`src/rtl/if_fetch_unit_pkg.sv`:
```
// Shared pipeline definitions for the instruction-fetch stage and the
// IF/ID register that consumes its output.
package if_fetch_unit_pkg;

   typedef logic [31:0] word_t;

   typedef enum logic [1:0] {
      REQ,
      WAIT,
      VALID,
      DRAIN
   } fetch_state_t;

   // addi x0,x0,0: bubble used by fetch flushes and by the IF/ID reset value
   localparam word_t NOP_INSTR_C = 32'h0000_0013;
   localparam word_t RESET_PC_C  = 32'h0000_0000;
   localparam word_t ALIGN_MASK  = 32'hFFFF_FFFC;

   // Instructions are word aligned; the two low address bits are forced to zero.
   function automatic word_t word_align(input word_t a);
      return a & ALIGN_MASK;
   endfunction

endpackage

```
`src/rtl/if_fetch_unit_if.sv`:
```
// Instruction-memory request/response bus between fetch and imem.
interface if_fetch_unit_if;
   import if_fetch_unit_pkg::*;

   logic  req;
   word_t addr;
   logic  rvalid;
   word_t rdata;

   modport master (output req, output addr, input rvalid, input rdata);
   modport slave  (input req, input addr, output rvalid, output rdata);

endinterface

```
`src/rtl/if_fetch_unit.sv`:
```
// Instruction-fetch stage: owns the PC, issues one imem request at a time
// and presents {pc_IF, instr_IF} to the IF/ID register, with NOP bubbles
// whenever no fetched instruction is available.
module if_fetch_unit
   import if_fetch_unit_pkg::*;
#(
   parameter word_t RESET_PC  = RESET_PC_C,
   parameter word_t NOP_INSTR = NOP_INSTR_C
) (
   input  logic            i_clk,
   input  logic            i_rst_n,
   input  logic            stall,
   input  logic            redirect_valid,
   input  word_t           redirect_pc,
   if_fetch_unit_if.master imem,
   output word_t           pc_IF,
   output word_t           instr_IF,
   output logic            if_valid
);

   fetch_state_t state_q, state_d;
   word_t        pc_q, pc_d;
   word_t        pc_if_q, pc_if_d;
   word_t        instr_q, instr_d;
   logic         vld_q, vld_d;

   // Next-state and next-output logic; a redirect overrides stall and every state transition.
   always_comb begin
      state_d = state_q;
      pc_d    = pc_q;
      pc_if_d = pc_if_q;
      instr_d = instr_q;
      vld_d   = vld_q;

      if (redirect_valid) begin
         pc_d    = word_align(redirect_pc);
         vld_d   = 1'b0;
         instr_d = NOP_INSTR;
         unique case (state_q)
            // A request is still in flight unless its response lands this very cycle.
            WAIT, DRAIN: state_d = imem.rvalid ? REQ : DRAIN;
            // REQ is gated off by the redirect, so nothing was sent that needs draining.
            default:     state_d = REQ;
         endcase
      end else begin
         unique case (state_q)
            REQ: state_d = WAIT;
            WAIT: begin
               if (imem.rvalid) begin
                  pc_if_d = pc_q;
                  instr_d = imem.rdata;
                  vld_d   = 1'b1;
                  state_d = VALID;
               end
            end
            VALID: begin
               // IF/ID captures the instruction on any non-stalled cycle.
               if (!stall) begin
                  pc_d    = pc_q + 32'd4;
                  vld_d   = 1'b0;
                  instr_d = NOP_INSTR;
                  state_d = REQ;
               end
            end
            DRAIN: begin
               if (imem.rvalid) state_d = REQ;
            end
            default: state_d = REQ;
         endcase
      end
   end

   // State, PC and presented-instruction registers with synchronous active-low reset.
   always_ff @(posedge i_clk) begin
      if (!i_rst_n) begin
         state_q <= REQ;
         pc_q    <= RESET_PC;
         pc_if_q <= RESET_PC;
         instr_q <= NOP_INSTR;
         vld_q   <= 1'b0;
      end else begin
         state_q <= state_d;
         pc_q    <= pc_d;
         pc_if_q <= pc_if_d;
         instr_q <= instr_d;
         vld_q   <= vld_d;
      end
   end

   assign imem.req  = (state_q == REQ) && !redirect_valid && i_rst_n;
   assign imem.addr = word_align(pc_q);

   assign pc_IF    = pc_if_q;
   assign instr_IF = instr_q;
   assign if_valid = vld_q;

   // A response is only legal while a request is outstanding (WAIT or DRAIN).
   rvalid_only_when_outstanding: assert property (
      @(posedge i_clk) disable iff (!i_rst_n)
      imem.rvalid |-> (state_q == WAIT || state_q == DRAIN));

endmodule

```
`src/flat_wrapper.sv`:
```
// flat-port wrapper written by rule: the top's interface ports become plain ports
module if_fetch_unit_flat import if_fetch_unit_pkg::*;
#(
   parameter word_t RESET_PC  = RESET_PC_C,
   parameter word_t NOP_INSTR = NOP_INSTR_C
)
  (i_clk, i_rst_n, stall, redirect_valid, redirect_pc, pc_IF, instr_IF, if_valid, imem_req, imem_addr, imem_rvalid, imem_rdata);
  if_fetch_unit_if imem_i ();
  input  logic i_clk;
  input  logic i_rst_n;
  input  logic stall;
  input  logic redirect_valid;
  input  word_t redirect_pc;
  output word_t pc_IF;
  output word_t instr_IF;
  output logic if_valid;
  output wire logic [$bits(imem_i.req)-1:0] imem_req;
  output wire logic [$bits(imem_i.addr)-1:0] imem_addr;
  input wire logic [$bits(imem_i.rvalid)-1:0] imem_rvalid;
  input wire logic [$bits(imem_i.rdata)-1:0] imem_rdata;
  assign imem_req = imem_i.req;
  assign imem_addr = imem_i.addr;
  assign imem_i.rvalid = imem_rvalid;
  assign imem_i.rdata = imem_rdata;
  if_fetch_unit #(.RESET_PC(RESET_PC), .NOP_INSTR(NOP_INSTR)) u_core (.i_clk(i_clk), .i_rst_n(i_rst_n), .stall(stall), .redirect_valid(redirect_valid), .redirect_pc(redirect_pc), .imem(imem_i), .pc_IF(pc_IF), .instr_IF(instr_IF), .if_valid(if_valid));
endmodule
```
`config.mk`:
```
export PLATFORM = sky130hd
export DESIGN_NAME = if_fetch_unit_flat
export DESIGN_NICKNAME = d
export VERILOG_FILES = /design/src/rtl/if_fetch_unit_pkg.sv /design/src/rtl/if_fetch_unit_if.sv /design/src/rtl/if_fetch_unit.sv /design/src/flat_wrapper.sv
export SDC_FILE = /design/constraint.sdc
export NUM_CORES = 1
export LEC_CHECK = 0
export BUFFER_PORTS_ARGS = -buffer_cell sky130_fd_sc_hd__buf_4
export CORE_ASPECT_RATIO = 1.75
export CORE_MARGIN = 5
export CORE_UTILIZATION = 45
export DETAILED_ROUTE_END_ITERATION = 6
export HOLD_SLACK_MARGIN = 0.08
export PLACE_DENSITY = 0.75
export SYNTH_ARGS = -nofsm -noshare
export SYNTH_HDL_FRONTEND = slang
export SYNTH_SLANG_ARGS = --single-unit
```
`constraint.sdc`:
```
create_clock -name i_clk -period 3.9 [get_ports i_clk]
set_clock_uncertainty 0.2 [all_clocks]
set_input_delay 0.78 -clock i_clk [delete_from_list [all_inputs] [get_ports i_clk]]
set_output_delay 0.78 -clock i_clk [all_outputs]
set_load 0.03 [all_outputs]
```
Word level (Yosys, flattened, before mapping)
Cells that the tools add are included.

Input port bits: 69. Output and inout bits: 98. Flip-flop bits (word level): 99. Logic and storage cells: 48.

$add $sub $neg: 1. Bitwise operators: 3. Muxes and demuxes: 16. Equal/unequal tests: 9. Reduce and logical (&&, ||, !) cells: 13.

Operators with widths (number): two-way mux 32 bit (5); case mux 32 bit (2 select lines) (1); adder 32 x 3 -> 32 bit, second input constant (1); two-way mux 2 bit (6); != test 3 bit, second input constant (3); AND reduction 3 bit (3); case mux 2 bit (4 select lines) (1); == test 2 bit, second input constant (2); != test 2 bit, second input constant (2); AND reduction 2 bit (2); nonzero test 2 bit (2); OR reduction 2 bit (2); inverter 1 bit (3); == test 2 x 1 -> 1 bit, second input constant (1); logical AND 1 bit (2); zero test 2 bit (1); two-way mux 1 bit (2); != test 2 x 1 -> 1 bit, second input constant (1); case mux 1 bit (2 select lines) (1); zero test 1 bit (1).

Logic depth before layout (Yosys ltp)
Depth after elaboration: 4. Mapped depth: 8. Gate-level depth less buffers: 5.

Worst setup path after synthesis
Ideal clock, no wire load.

Path type: input to output. From: in redirect_valid. To: out imem_req. Arrival time: 1.893 ns. Buffers on the path: 2. Stages: 4. Path slack: 1.027 ns. Data required time: 2.920 ns. Cell sequence: clkbuf_1 > nand2b_1 > clkbuf_1 > nor3_1.

Longest elaborated chain between the ends: 3.

Ends and longest elaborated chain: start: declaration (line flat_wrapper.sv:12) `input logic redirect_valid;`; zero test 1 bit (line if_fetch_unit.sv:90) `assign imem.req = (state_q == REQ) && !redirect_valid && i_rst_n;`; logical AND 1 bit (2 in a row) (line if_fetch_unit.sv:90); end: declaration (line flat_wrapper.sv:17) `output wire logic [$bits(imem_i.req)-1:0] imem_req;`.

Every way passes these cells.

Worst setup path after layout
From: reg u_core.state_q[0]. To: reg u_core.pc_if_q[7] (netlist: u_core.pc_IF[7]).

Longest elaborated chain between the ends: 2.

Ends and longest elaborated chain: start: declaration (line if_fetch_unit.sv:21) `fetch_state_t state_q, state_d;`; start signal: assignment (line if_fetch_unit.sv:82) `state_q <= state_d;`; == test 2 x 1 -> 1 bit (line if_fetch_unit.sv:46) `unique case (state_q)`; AND reduction 3 bit (no line); end signal: assignment (line if_fetch_unit.sv:84) `pc_if_q <= pc_if_d;`; end: declaration (line if_fetch_unit.sv:23) `word_t pc_if_q, pc_if_d;`.

Every way passes these cells. A chain may end at the register's enable or synchronous reset.

==> metrics.txt <==
Post-CTS Resized 0; hold endpoint u_core.pc_IF[17]; gr usage total 20.8%; post-cts hold buffer count 0; register bit count reported by yosys 95; Pleak 2.34 nW; Routed Antenna Nets 0; starting DRC count in detailed routing 188; Setup violations, final 0; Max Slew Vio Count 0; worst-skew pair later-pin latency approximately 0.34 ns; number of diodes 0; nets 714; Post-Route WL 12300 um; DRC 0; r2r worst-path depth 5; Final Hold Viols 0; Unique masters post-synth 53; FF-to-FF Start u_core.state_q[0]; Slew headroom 21.4%; data required time at the worst endpoint 3.92 ns; Cells after Synth slightly above 500; number of clock sinks 95; most common cell after layout, fill and taps aside buf_4; Avg Cell Area, Syn 8.39 um2; worst setup path class flip-flop to flip-flop; Reg clk slew, reported paths about 0.070 ns; row count 47; Cells after DPL 755; DRT Pass-1 Iters 4; Worst Hold Depth 2; CTS tree yes; sequential element share of the synthesized area between 40 and 50%; post-DP HPWL around 9000 um; Arr. time, crit path 3.20 ns; minimum clock period 3.18 ns; fin crit share 81.5%; crit path launch type flip-flop; status finished clean; Final Wtd Congestion 0.815; RSZ-0062 raised after global routing no; Post-synth EDFFs 0; CTS HTree Levels 3; io pins around 170; Setup TNS 0 ns; Crit Reg-Reg Endpoint u_core.pc_IF[7]; I/O Buffers 160; Core Footprint about 0.0094 mm2; power per cell area 386 mW/mm2; Synth Cell Area 0.00427 mm2; initial antenna violation count 0; maximum VDD drop 0.000321 V; predominant post-synthesis flop cell dfxtp_1; Yosys warnings 0; setup slack, reg-to-reg between 0.7 and 0.8 ns; Peak Freq 0.315 GHz; Max Cap Violations 0; most frequent cells in the layout buf_4, dfxtp_1, nand2_1; worst-margin pin slew 1.18 ns; die width about 84 um; FFs w/ async S/R, synth 0%; Clock Path Buffers 2; post-route insts no fill 771; type of the worst min-delay path flip-flop to flip-flop; total number of vias 4240; Avg WL per Cell 16.0 um; HP Start u_core.pc_IF[17]; number of global-route vias before repair about 4300; Yosys top cell area share 44.5%; CP endpoint kind flip-flop; die area 0.0116 mm2; post-CTS setup buffers 0; layout cells sized above 1 29.6%; largest net degree at the start of global routing 69; Filler Cell Count 841; synth top area cells dfxtp_1, nand2_1, a21boi_0, a22oi_1, nor2_1; area leader, netlist dfxtp_1; P&R area growth vs syn 35.3%; worst-path maximum fanout 32; Vias/cell about 5.5; GRT overflow 0; Root Buffer clkbuf_16; cts bufs inserted 9; Die Y between 100 and 150 um; Initial Util 45.7%; first-pass GRT wire length 20100 um
==> state kept, by name, summed over array words and instances (netlist names) <==
| register | cells |
|---|---|
| u_core.if_valid | 1 |
| u_core.instr_IF | 32 |
| u_core.pc_IF | 30 |
| u_core.pc_q | 30 |
| u_core.state_q | 2 |
==> power by group <==
group          leakage, nW  internal, mW  switching (mW)
Clock                0.143         0.505           0.385
Sequential           0.774          1.00          0.0480
Combinational         1.42         0.126           0.165
==> final cells by class <==
| class | count | area, um2 | area share (%) |
|---|---|---|---|
| sequential | 95 | 1900 | 32.9 |
| inverter | 2 | 7.51 | 0.130 |
| tap | 122 | 153 | 2.64 |
| multi-input combinational | 371 | 2170 | 37.6 |
| clock inverter | 7 | 80.1 | 1.39 |
| timing repair buffer | 165 | 1240 | 21.4 |
| clock buffer | 9 | 225 | 3.90 |
==> worst max-delay path by stage <==
stage	start	endpoint	slack, ns	depth (start not counted)
floorplan	redirect_valid	imem_req	1.03	4
global placement	imem_rvalid	u_core.pc_IF[3]	0.41	6
detailed placement	imem_rvalid	u_core.pc_IF[9]	0.36	6
CTS	u_core.state_q[0]	u_core.pc_IF[9]	0.68	5
global route	u_core.state_q[0]	u_core.pc_IF[6]	0.46	5
finish	u_core.state_q[0]	u_core.pc_IF[7]	0.72	5
==> worst max-delay path, cell delays in order (launching register included) <==
cell      delay, ns
dfxtp_1        0.51
and3b_1        1.01
nand2_1        0.78
buf_4          0.41
nand2_1        0.07
a21boi_0       0.07
==> through the flow <==
| stage | utilization (%) | hold slack, ns | worst slack (ns) | total power [mW] | area (um2) |
|---|---|---|---|---|---|
| final | 61.8 | 0.265 | 0.722 | 2.23 | 5780 |
| after global routing | 61.8 | 0.286 | 0.457 | 2.32 | 5780 |
| after global placement | 58.5 | 0.250 | 0.412 | 1.36 | 5470 |
| after CTS | 61.8 | 0.269 | 0.683 | 2.25 | 5780 |
| after floorplan | - | 0.319 | 1.03 | 1.23 | 4280 |
| after detailed placement | 58.5 | 0.259 | 0.360 | 1.36 | 5470 |
==> cells in the mapped netlist (all sizes together), types with 2 or more instances <==
library cell  instances
a31o                  2
a311oi                3
xnor2                 2
and2                  4
nor3b                 8
o31ai                 3
o311a                 2
nor2                 43
a22oi                29
xor2                  6
inv                   2
nand3                23
o211ai                3
dfxtp                95
a21oi                10
or3                   2
o22ai                 3
nor3                  7
and3                  7
nand3b                2
a31oi                 8
nor2b                 5
and4                 10
a21boi               32
or4                   5
nand2b                6
buf                  13
o211a                 2
clkbuf               31
nand4                14
nor4                  3
o21a                  2
o21ai                28
nand2                82
nor4b                 2
==> layer usage <==
| metal | vias to the layer above | global-route usage, % | part of all wire (%) | wire length, um |
|---|---|---|---|---|
| li1 | 2090 | - | - | - |
| met2 | 149 | 38.5 | 53 | 6520 |
| met1 | 1975 | 21.3 | 37 | 4530 |
| met4 | 0 | 8.22 | 2.5 | 308 |
| met3 | 26 | 6.42 | 7.8 | 967 |
| met5 | - | 0 | 0 | 0 |
==> logic make-up (layout without fill, tap and decap cells) <==
family                     after synthesis  in the layout  share of synthesized area [%]
AOI/OAI and AO/OA                      131            131                           20.9
buffers and inverters                   46            183                           4.98
other                                    1              4                         0.0878
DFF                                     95             95                           44.5
and+or+nand+nor                        227            227                           27.5
adders and majority gates                1              1                          0.293
xor gates and xnor gates                 8              8                           1.64
(Power assumes the default switching activity.)
